[src/rtl/coef_pack_loader_if.sv]
// Coefficient loader bus: ROM read port plus valid/ready write port toward the operand RAM.
interface coef_pack_loader_if #(
    parameter int ELEM_W = 7,
    parameter int PACK   = 2,
    parameter int SRC_AW = 5,
    parameter int DST_AW = 4
);
    logic                     src_rd_en;
    logic [SRC_AW-1:0]        src_addr;
    logic [ELEM_W-1:0]        src_data;
    logic                     w_en;
    logic [DST_AW-1:0]        w_addr;
    logic [ELEM_W*PACK-1:0]   w_data;
    logic                     w_ready;

    // Loader side: issues ROM reads and write words
    modport master (
        output src_rd_en, src_addr,
        input  src_data,
        output w_en, w_addr, w_data,
        input  w_ready
    );

    // Memory side: ROM answers reads, destination accepts words
    modport slave (
        input  src_rd_en, src_addr,
        output src_data,
        input  w_en, w_addr, w_data,
        output w_ready
    );
endinterface

[src/rtl/coef_pack_loader.sv]
// Walks a ROWS x COLS coefficient matrix from a synchronous ROM in column- or
// row-major order, packs PACK elements per word (first element in the MSBs)
// and streams the words to the operand RAM over a valid/ready write port.
module coef_pack_loader #(
    parameter int ELEM_W = 7,
    parameter int PACK   = 2,
    parameter int ROWS   = 8,
    parameter int COLS   = 4,
    parameter int SRC_AW = 5,
    parameter int DST_AW = 4
) (
    input  logic                  clk,
    input  logic                  rst,
    input  logic                  start,
    input  logic                  mode,
    input  logic                  abort,
    output logic                  busy,
    output logic                  load_done,
    coef_pack_loader_if.master    bus
);

    localparam int NEL    = ROWS * COLS;
    localparam int NWORDS = NEL / PACK;
    localparam int WORD_W = ELEM_W * PACK;
    localparam int RW     = (ROWS > 1) ? $clog2(ROWS) : 1;
    localparam int CW     = (COLS > 1) ? $clog2(COLS) : 1;
    localparam int PW     = (PACK > 1) ? $clog2(PACK) : 1;

    typedef enum logic [1:0] {
        S_IDLE,
        S_READ,
        S_LAST,
        S_WRITE
    } state_t;

    state_t             state_q, state_d;
    logic               mode_q, mode_d;
    logic [RW-1:0]      row_q, row_d;
    logic [CW-1:0]      col_q, col_d;
    logic [PW-1:0]      rd_cnt_q, rd_cnt_d;
    logic [WORD_W-1:0]  pack_q, pack_d;
    logic               busy_q, busy_d;
    logic               done_q, done_d;
    logic               rd_en_q, rd_en_d;
    logic [SRC_AW-1:0]  src_addr_q, src_addr_d;
    logic               w_en_q, w_en_d;
    logic [DST_AW-1:0]  w_addr_q, w_addr_d;
    logic [WORD_W-1:0]  w_data_q, w_data_d;

    // Traversal position used for the next read; a run always begins at element 0
    logic               trav_mode;
    logic [RW-1:0]      base_row, row_nx;
    logic [CW-1:0]      base_col, col_nx;
    logic [SRC_AW-1:0]  cur_addr;
    logic [WORD_W-1:0]  shifted;

    // Next element position: wrapping row/col counters in the selected order
    always_comb begin
        trav_mode = (state_q == S_IDLE) ? mode : mode_q;
        base_row  = (state_q == S_IDLE) ? '0 : row_q;
        base_col  = (state_q == S_IDLE) ? '0 : col_q;
        cur_addr  = SRC_AW'(base_row) * SRC_AW'(COLS) + SRC_AW'(base_col);
        shifted   = (pack_q << ELEM_W) | WORD_W'(bus.src_data);
        row_nx    = base_row;
        col_nx    = base_col;
        if (!trav_mode) begin
            if (base_row == RW'(ROWS - 1)) begin
                row_nx = '0;
                col_nx = (base_col == CW'(COLS - 1)) ? '0 : base_col + 1'b1;
            end else begin
                row_nx = base_row + 1'b1;
            end
        end else begin
            if (base_col == CW'(COLS - 1)) begin
                col_nx = '0;
                row_nx = (base_row == RW'(ROWS - 1)) ? '0 : base_row + 1'b1;
            end else begin
                col_nx = base_col + 1'b1;
            end
        end
    end

    // Controller next state; abort overrides every transition
    always_comb begin
        state_d    = state_q;
        mode_d     = mode_q;
        row_d      = row_q;
        col_d      = col_q;
        rd_cnt_d   = rd_cnt_q;
        pack_d     = pack_q;
        busy_d     = busy_q;
        done_d     = done_q;
        rd_en_d    = rd_en_q;
        src_addr_d = src_addr_q;
        w_en_d     = w_en_q;
        w_addr_d   = w_addr_q;
        w_data_d   = w_data_q;

        if (abort) begin
            state_d = S_IDLE;
            busy_d  = 1'b0;
            rd_en_d = 1'b0;
            w_en_d  = 1'b0;
        end else begin
            case (state_q)
                S_IDLE: begin
                    if (start) begin
                        state_d    = S_READ;
                        mode_d     = mode;
                        done_d     = 1'b0;
                        busy_d     = 1'b1;
                        w_addr_d   = '0;
                        rd_cnt_d   = '0;
                        rd_en_d    = 1'b1;
                        src_addr_d = cur_addr;
                        row_d      = row_nx;
                        col_d      = col_nx;
                    end
                end
                S_READ: begin
                    // The ROM answers one cycle late, so each READ edge captures the
                    // previous read; the leading stale element falls off the top.
                    pack_d = shifted;
                    if (rd_cnt_q == PW'(PACK - 1)) begin
                        state_d = S_LAST;
                        rd_en_d = 1'b0;
                    end else begin
                        rd_cnt_d   = rd_cnt_q + 1'b1;
                        src_addr_d = cur_addr;
                        row_d      = row_nx;
                        col_d      = col_nx;
                    end
                end
                S_LAST: begin
                    w_data_d = shifted;
                    w_en_d   = 1'b1;
                    state_d  = S_WRITE;
                end
                S_WRITE: begin
                    if (bus.w_ready) begin
                        w_en_d = 1'b0;
                        if (w_addr_q == DST_AW'(NWORDS - 1)) begin
                            state_d = S_IDLE;
                            busy_d  = 1'b0;
                            done_d  = 1'b1;
                        end else begin
                            state_d    = S_READ;
                            w_addr_d   = w_addr_q + 1'b1;
                            rd_cnt_d   = '0;
                            rd_en_d    = 1'b1;
                            src_addr_d = cur_addr;
                            row_d      = row_nx;
                            col_d      = col_nx;
                        end
                    end
                end
                default: begin
                    state_d = S_IDLE;
                    busy_d  = 1'b0;
                    rd_en_d = 1'b0;
                    w_en_d  = 1'b0;
                end
            endcase
        end
    end

    // State and registered outputs, cleared asynchronously by reset
    always_ff @(posedge clk or negedge rst) begin
        if (!rst) begin
            state_q    <= S_IDLE;
            mode_q     <= 1'b0;
            row_q      <= '0;
            col_q      <= '0;
            rd_cnt_q   <= '0;
            pack_q     <= '0;
            busy_q     <= 1'b0;
            done_q     <= 1'b0;
            rd_en_q    <= 1'b0;
            src_addr_q <= '0;
            w_en_q     <= 1'b0;
            w_addr_q   <= '0;
            w_data_q   <= '0;
        end else begin
            state_q    <= state_d;
            mode_q     <= mode_d;
            row_q      <= row_d;
            col_q      <= col_d;
            rd_cnt_q   <= rd_cnt_d;
            pack_q     <= pack_d;
            busy_q     <= busy_d;
            done_q     <= done_d;
            rd_en_q    <= rd_en_d;
            src_addr_q <= src_addr_d;
            w_en_q     <= w_en_d;
            w_addr_q   <= w_addr_d;
            w_data_q   <= w_data_d;
        end
    end

    assign busy          = busy_q;
    assign load_done     = done_q;
    assign bus.src_rd_en = rd_en_q;
    assign bus.src_addr  = src_addr_q;
    assign bus.w_en      = w_en_q;
    assign bus.w_addr    = w_addr_q;
    assign bus.w_data    = w_data_q;

endmodule

[src/flat_wrapper.sv]
// flat-port wrapper written by rule: the top's interface ports become plain ports
module coef_pack_loader_flat 
#(
    parameter int ELEM_W = 7,
    parameter int PACK   = 2,
    parameter int ROWS   = 8,
    parameter int COLS   = 4,
    parameter int SRC_AW = 5,
    parameter int DST_AW = 4
)
  (clk, rst, start, mode, abort, busy, load_done, bus_src_rd_en, bus_src_addr, bus_src_data, bus_w_en, bus_w_addr, bus_w_data, bus_w_ready);
  coef_pack_loader_if #(.ELEM_W(ELEM_W), .PACK(PACK), .SRC_AW(SRC_AW), .DST_AW(DST_AW)) bus_i ();
  input  logic clk;
  input  logic rst;
  input  logic start;
  input  logic mode;
  input  logic abort;
  output logic busy;
  output logic load_done;
  output wire logic [$bits(bus_i.src_rd_en)-1:0] bus_src_rd_en;
  output wire logic [$bits(bus_i.src_addr)-1:0] bus_src_addr;
  input wire logic [$bits(bus_i.src_data)-1:0] bus_src_data;
  output wire logic [$bits(bus_i.w_en)-1:0] bus_w_en;
  output wire logic [$bits(bus_i.w_addr)-1:0] bus_w_addr;
  output wire logic [$bits(bus_i.w_data)-1:0] bus_w_data;
  input wire logic [$bits(bus_i.w_ready)-1:0] bus_w_ready;
  assign bus_src_rd_en = bus_i.src_rd_en;
  assign bus_src_addr = bus_i.src_addr;
  assign bus_i.src_data = bus_src_data;
  assign bus_w_en = bus_i.w_en;
  assign bus_w_addr = bus_i.w_addr;
  assign bus_w_data = bus_i.w_data;
  assign bus_i.w_ready = bus_w_ready;
  coef_pack_loader #(.ELEM_W(ELEM_W), .PACK(PACK), .ROWS(ROWS), .COLS(COLS), .SRC_AW(SRC_AW), .DST_AW(DST_AW)) u_core (.clk(clk), .rst(rst), .start(start), .mode(mode), .abort(abort), .busy(busy), .load_done(load_done), .bus(bus_i));
endmodule
[config.mk]
export PLATFORM = sky130hd
export DESIGN_NAME = coef_pack_loader_flat
export DESIGN_NICKNAME = d
export VERILOG_FILES = /design/src/rtl/coef_pack_loader_if.sv /design/src/rtl/coef_pack_loader.sv /design/src/flat_wrapper.sv
export SDC_FILE = /design/constraint.sdc
export NUM_CORES = 1
export LEC_CHECK = 0
export CELL_PAD_IN_SITES_DETAIL_PLACEMENT = 0
export CELL_PAD_IN_SITES_GLOBAL_PLACEMENT = 1
export CORE_UTILIZATION = 45
export CTS_BUF_LIST = sky130_fd_sc_hd__clkbuf_16
export DETAILED_ROUTE_END_ITERATION = 8
export GPL_ROUTABILITY_DRIVEN = 0
export PLACE_DENSITY = 0.9
export SYNTH_ARGS = -nofsm -noshare
export SYNTH_HDL_FRONTEND = slang
export SYNTH_SLANG_ARGS = --single-unit
[constraint.sdc]
create_clock -name clk -period 6.3 [get_ports clk]
set_input_delay 1.89 -clock clk [delete_from_list [all_inputs] [get_ports clk]]
set_output_delay 1.89 -clock clk [all_outputs]
set_load 0.02 [all_outputs]
Yosys cells after proc, flatten, opt, wreduce, memory -nomap -nowiden
Index checks and enable logic that the tools add are counted.
{ "totals": {"out_inout_bits": 27, "regBits": 43, "word_cells": 108} }
{ "classes": {"muxes": 55, "n_bitwise": 2, "eq_ne": 16, "add_sub_neg": 5, "reduce_logical": 17} }
{ "ops": {"columns": ["operator", "count"], "rows": [
  ["$mux W2", 12],
  ["$mux W3", 8],
  ["$mux W5", 4],
  ["$reduce_and A5 Y1", 4],
  ["$mux W1", 18],
  ["$pmux W5 S3", 1],
  ["$or A14 B7 Y14", 1],
  ["$mux W4", 3],
  ["$ne A3 B3 Y1 const B", 3],
  ["$pmux W3 S3", 1],
  ["$reduce_bool A3 Y1", 3],
  ["$ne A2 B2 Y1 const B", 4],
  ["$pmux W2 S4", 1],
  ["$pmux W4 S2", 1],
  ["$eq A2 B2 Y1 const B", 3],
  ["$ne A3 B2 Y1 const B", 2],
  ["$pmux W1 S2", 3],
  ["$pmux W1 S3", 2],
  ["$pmux W2 S3", 1],
  ["$reduce_and A2 Y1", 3],
  ["$reduce_and A3 Y1", 2],
  ["$reduce_and A6 Y1", 1],
  ["$add A5 B2 Y5", 1],
  ["$add A4 B1 Y4 const B", 1],
  ["12 further kinds", 12]
]} }

Logic depth before layout (Yosys ltp)
{ "logic_depth": {"ltp_word": 9, "mapped_depth": 10} }

Least setup slack after synthesis
Ideal clock, no wire load.
{ "synth_path": {"kind": "in2reg", "startpoint": "input port abort", "endpoint": "register u_core.src_addr_q[0] (netlist: u_core.bus.src_addr[0])", "setup_time_ns": 0.125, "t_arrival_ns": 3.018, "path_buffers": 2, "path_slack_ns": 3.157, "cell_stages": 6, "required_ns": 6.175, "cell_sequence": "buf_2 nor2_1 nand4b_4 or2_1 buf_6 mux2_4"} }
{ "synth_between": {"elab_chain_cells": 2} }
{ "synth_rtl": {"columns": ["item", "line_no", "source"], "rows": [
  ["start, declared", "flat_wrapper.sv:17", "input logic abort;"],
  ["$not A1 Y1 (no line)", null, null],
  ["$reduce_and A6 Y1 (no line)", null, null],
  ["end signal, assigned", "coef_pack_loader.sv:193", "src_addr_q <= src_addr_d;"],
  ["end, declared", "coef_pack_loader.sv:45", "logic [SRC_AW-1:0] src_addr_q, src_addr_d;"]
]} }
No other way between the ends.
A chain may end at the register's enable or synchronous reset.

Worst setup path in the final report
{ "layout_path": {"startpoint": "input port abort", "endpoint": "register u_core.w_data_q[8] (netlist: u_core.bus.w_data[8])"} }
{ "layout_between": {"elab_chain_cells": 2} }
{ "layout_rtl": {"columns": ["item", "line_no", "source"], "rows": [
  ["$not A1 Y1 (no line)", null, null],
  ["$reduce_and A2 Y1 (no line)", null, null],
  ["end signal, assigned", "coef_pack_loader.sv:196", "w_data_q <= w_data_d;"],
  ["end, declared", "coef_pack_loader.sv:48", "logic [WORD_W-1:0] w_data_q, w_data_d;"]
]} }
No other way between the ends.

==> impl_metrics.sql <==
INSERT INTO impl_metrics (metric_group, metric, value, unit) VALUES
('yosys', 'synth-edff-count', '0', ''),
('pwr', 'worst_ir_drop_vdd', '0.000315', 'V'),
('worst_hold_path', 'min_path_type', 'reg2reg', ''),
('critical_path', 'path_class', 'in2reg', ''),
('clock_network', 'postCtsSetupBuffers', '0', ''),
('clock_network', 'numCtsBuffers', '5', ''),
('detailed_routing', 'drt_first_iter_violations', '64', ''),
('yosys', 'synth_seq_cells', '43', ''),
('cells_and_area', 'storage_element_area', '0.00108', 'mm²'),
('placement', 'placement.cell_area', '0.00258', 'mm²'),
('yosys', 'synth_fp_nets', '205', ''),
('floorplan', 'placeableCoreArea', '0.00450', 'mm²'),
('grt', 'vias_in_the_first_global_route', '1469', ''),
('placement', 'detailed_place_hpwl', '2610', 'µm'),
('pwr', 'power.leakage', '1.21', 'nW'),
('yosys', 'netlist-cell-type-count', '39', ''),
('critical_path', 'worstPathRequired', '6.46', 'ns'),
('critical_path', 'critPathLaunchType', 'input port', ''),
('yosys', 'syn-instance-count', '180', ''),
('cells_and_area', 'footprint_of_the_multi_input_gates', '0.00102', 'mm²'),
('floorplan', 'placement_rows', '24', ''),
('floorplan', 'fp.dieH', '71.7', 'µm'),
('cells_and_area', 'fraction_of_final_layout_cells_with_drive_strength_greater_than_1', '0.193', ''),
('status', 'result_of_the_run', 'finished, final reports clean', ''),
('yosys', 'mappedNetlistArea', '0.00219', 'mm²'),
('detailed_routing', 'finalWirelength', '3810', 'µm'),
('sta', 'setup-violations-final', '0', ''),
('detailed_routing', 'route.detailed.vias_per_inst', '5.31', ''),
('yosys', 'synth_ff_type', 'sky130_fd_sc_hd__dfrtp_1', ''),
('placement', 'dpl.cell_count', '262', ''),
('sta', 'tightest_pin_transition', '1.14', 'ns'),
('placement', 'port-buffer-count', '39', ''),
('yosys', 'async_reset_ff_frac', '1.00', ''),
('clock_network', 'clk_transition_reported_paths', '0.06', 'ns'),
('floorplan', 'die_area', '0.00514', 'mm²'),
('sta', 'max_clock_skew', '0.00232', 'ns'),
('clock_network', 'tritoncts', 'done', ''),
('grt', 'overflow', '0', ''),
('clock_network', 'clk_latency', '0.28', 'ns'),
('grt', 'grt_first_pass_wirelength', '6710', 'µm'),
('detailed_routing', 'drt-wirelength-per-cell', '14.1', 'µm'),
('floorplan', 'die_extent_in_x', '71.7', 'µm'),
('clock_network', 'cts_hold_repair.buffers', '0', ''),
('floorplan', 'ioPinCount', '40', ''),
('yosys', 'avg_inst_size_synth', '12.1', 'µm²'),
('pwr', 'p_per_area', '486', 'mW/mm²'),
('floorplan', 'initial_utilization', '0.485', ''),
('yosys', 'yosys_warnings', '0', ''),
('critical_path', 'timing.critical_path.fanout_max', '14', ''),
('grt', 'grt_start_max_net_pins', '44', ''),
('cells_and_area', 'layout-area-overhead-vs-synth', '25.9', '%'),
('cells_and_area', 'antennaDiodeCount', '0', ''),
('critical_path', 'endpoint_kind', 'flip-flop', ''),
('grt', 'grt_antenna_before_repair', '0', ''),
('sta', 'max_clock_freq', '271', 'MHz'),
('cells_and_area', 'nets', '242', ''),
('sta', 'fraction_of_the_cycle_the_final_worst_path_needs', '0.585', ''),
('detailed_routing', 'antenna_violating_nets_post_route', '0', ''),
('clock_network', 'numClockSinks', '43', ''),
('run', 'maxcap_violations', '0', ''),
('clock_network', 'root_buffer', 'sky130_fd_sc_hd__clkbuf_16', ''),
('sta', 'finalSetupTns', '0', 'ns'),
('clock_network', 'postCtsResizedCells', '0', ''),
('clock_network', 'cts-root-to-sink-buffers', '2', ''),
('clock_network', 'ctsHtreeMaxLevel', '2', ''),
('detailed_routing', 'drc_errors', '0', ''),
('sta', 'grt_setup_unrepaired', 'no', ''),
('critical_path', 'arrival', '3.85', 'ns'),
('sta', 'post-route-min-period', '3.68', 'ns'),
('cells_and_area', 'final_design_area_no_fill', '0.00275', 'mm²'),
('detailed_routing', 'drt_pre_antenna_iters', '4', ''),
('sta', 'slew_headroom', '0.239', ''),
('grt', 'gr-usage-all-layers', '0.167', ''),
('cells_and_area', 'n_fill_cell', '374', ''),
('sta', 'timing_max_transition_violations_final', '0', ''),
('yosys', 'synth.yosys.seq_area_share', '0.492', ''),
('sta', 'final_hold_viol_count', '0', ''),
('detailed_routing', 'via_count', '1435', ''),
('cells_and_area', 'finalNonFillerCells', '270', '');
==> path summary, 6_finish.rpt <==
path                                               start                                to  slack [ns]  cells after the start
setup / recovery                                   abort  u_core.bus.w_data[8]$_DFFE_PN0P_        2.62                      3
hold / removal              u_core.load_done$_DFFE_PN0P_      u_core.load_done$_DFFE_PN0P_        0.49                      1
setup reg to reg           u_core.state_q[0]$_DFFE_PN0P_       u_core.col_q[1]$_DFFE_PN0P_        3.63                      6
hold reg to reg             u_core.load_done$_DFFE_PN0P_      u_core.load_done$_DFFE_PN0P_        0.49                      1
max in group asynchronous                            rst  u_core.bus.w_data[9]$_DFFE_PN0P_        3.96                      1
min in group asynchronous                            rst  u_core.bus.w_addr[3]$_DFFE_PN0P_        1.75                      1
==> placed cells by master (no fill, tap or decap), drive strengths merged, types with 2 or more instances in the layout <==
cell           instances
a2bb2oi                2
nor2                   8
clkbuf                 5
nand3                  4
o41ai                  2
inv                   11
nand2                  4
mux2                  29
a22oi                  3
nor4b                  3
or2                    2
a211oi                 5
ha                    12
clkdlybuf4s50         38
nor2b                 10
a21oi                  3
nand2b                 6
o21ai                 10
dfrtp                 43
==> report_power, final <==
group / switching, mW / internal, mW / total (mW) / leakage, nW
clock network: 0.101 / 0.187 / 0.287 / 0.0818
registers: 0.0691 / 0.386 / 0.455 / 0.546
logic: 0.290 / 0.307 / 0.596 / 0.580
==> cell usage after synthesis (2+ instances only) <==
cell type                   instances  area, µm²
sky130_fd_sc_hd__nor2b_1            9       56.3
sky130_fd_sc_hd__nor4b_1            2       17.5
sky130_fd_sc_hd__inv_1             10       37.5
sky130_fd_sc_hd__ha_1              12        150
sky130_fd_sc_hd__dfrtp_1           43       1080
sky130_fd_sc_hd__o21ai_0           10       50.1
sky130_fd_sc_hd__a22oi_1            3       22.5
sky130_fd_sc_hd__mux2_4             6       90.1
sky130_fd_sc_hd__mux2_2            23        259
sky130_fd_sc_hd__a211oi_1           5       37.5
sky130_fd_sc_hd__a21oi_1            3       15.0
sky130_fd_sc_hd__a2bb2oi_1          2       17.5
sky130_fd_sc_hd__nand2_1            4       15.0
sky130_fd_sc_hd__nand2b_1           6       37.5
sky130_fd_sc_hd__nor2_1             8       30.0
sky130_fd_sc_hd__o41ai_1            2       17.5
sky130_fd_sc_hd__buf_2              2       10.0
sky130_fd_sc_hd__buf_6              2       22.5
sky130_fd_sc_hd__nand3_1            4       20.0
sky130_fd_sc_hd__clkbuf_1           5       18.8
==> layer usage <==
| metal | track usage | vias up | wire length (µm) |
|---|---|---|---|
| met1 | 0.218 | 682 | 1920 |
| li1 | - | 717 | - |
| met3 | 0.0605 | 2 | 199 |
| met2 | 0.266 | 34 | 1670 |
| met5 | 0 | - | 0 |
| met4 | 0.0392 | 0 | 17 |
==> sequential cells by signal, summed over array words and instances (netlist names) <==
register              cells
u_core.bus.src_addr       5
u_core.bus.src_rd_en      1
u_core.bus.w_addr         4
u_core.bus.w_data        14
u_core.bus.w_en           1
u_core.busy               1
u_core.col_q              2
u_core.load_done          1
u_core.mode_q             1
u_core.pack_q             7
u_core.rd_cnt_q           1
u_core.row_q              3
u_core.state_q            2
==> final cells by class <==
type                    count  share of cell area
clock buffers               5              0.0455
clock inverters             3              0.0155
inverters                  10              0.0136
multi-input cells         118               0.371
flip-flops and latches     43               0.391
well taps                  52              0.0236
repair buffers             39               0.140
==> critical path: stages <==
cell and delay (ns):
sky130_fd_sc_hd__clkdlybuf4s50_1 0.58, sky130_fd_sc_hd__nor2b_1 0.95, sky130_fd_sc_hd__mux2_2 0.43
==> stage by stage <==
stage / total power, mW / setup WS, ns / utilization / hold WS, ns
6_report: 1.34 / 2.62 / 0.611 / 0.486
5_1_grt: 1.43 / 2.47 / 0.611 / 0.499
4_1_cts: 1.35 / 2.57 / 0.611 / 0.494
3_5_place_dp: 1.05 / 2.29 / 0.574 / 0.479
3_3_place_gp: 1.04 / 2.29 / 0.574 / 0.475
2_1_floorplan: 0.865 / 3.16 / - / 0.474
==> cells by family (layout without fill, tap and decap cells) <==
kind of cell    count (synthesis)  after routing  share of synthesized area
compound gates                 33             33                      0.103
fa+ha+maj                      12             12                     0.0687
buf+inv                        19             57                     0.0406
flops                          43             43                      0.492
mux                            30             30                      0.164
simple gates                   43             43                      0.131
(Power assumes the default switching activity.)
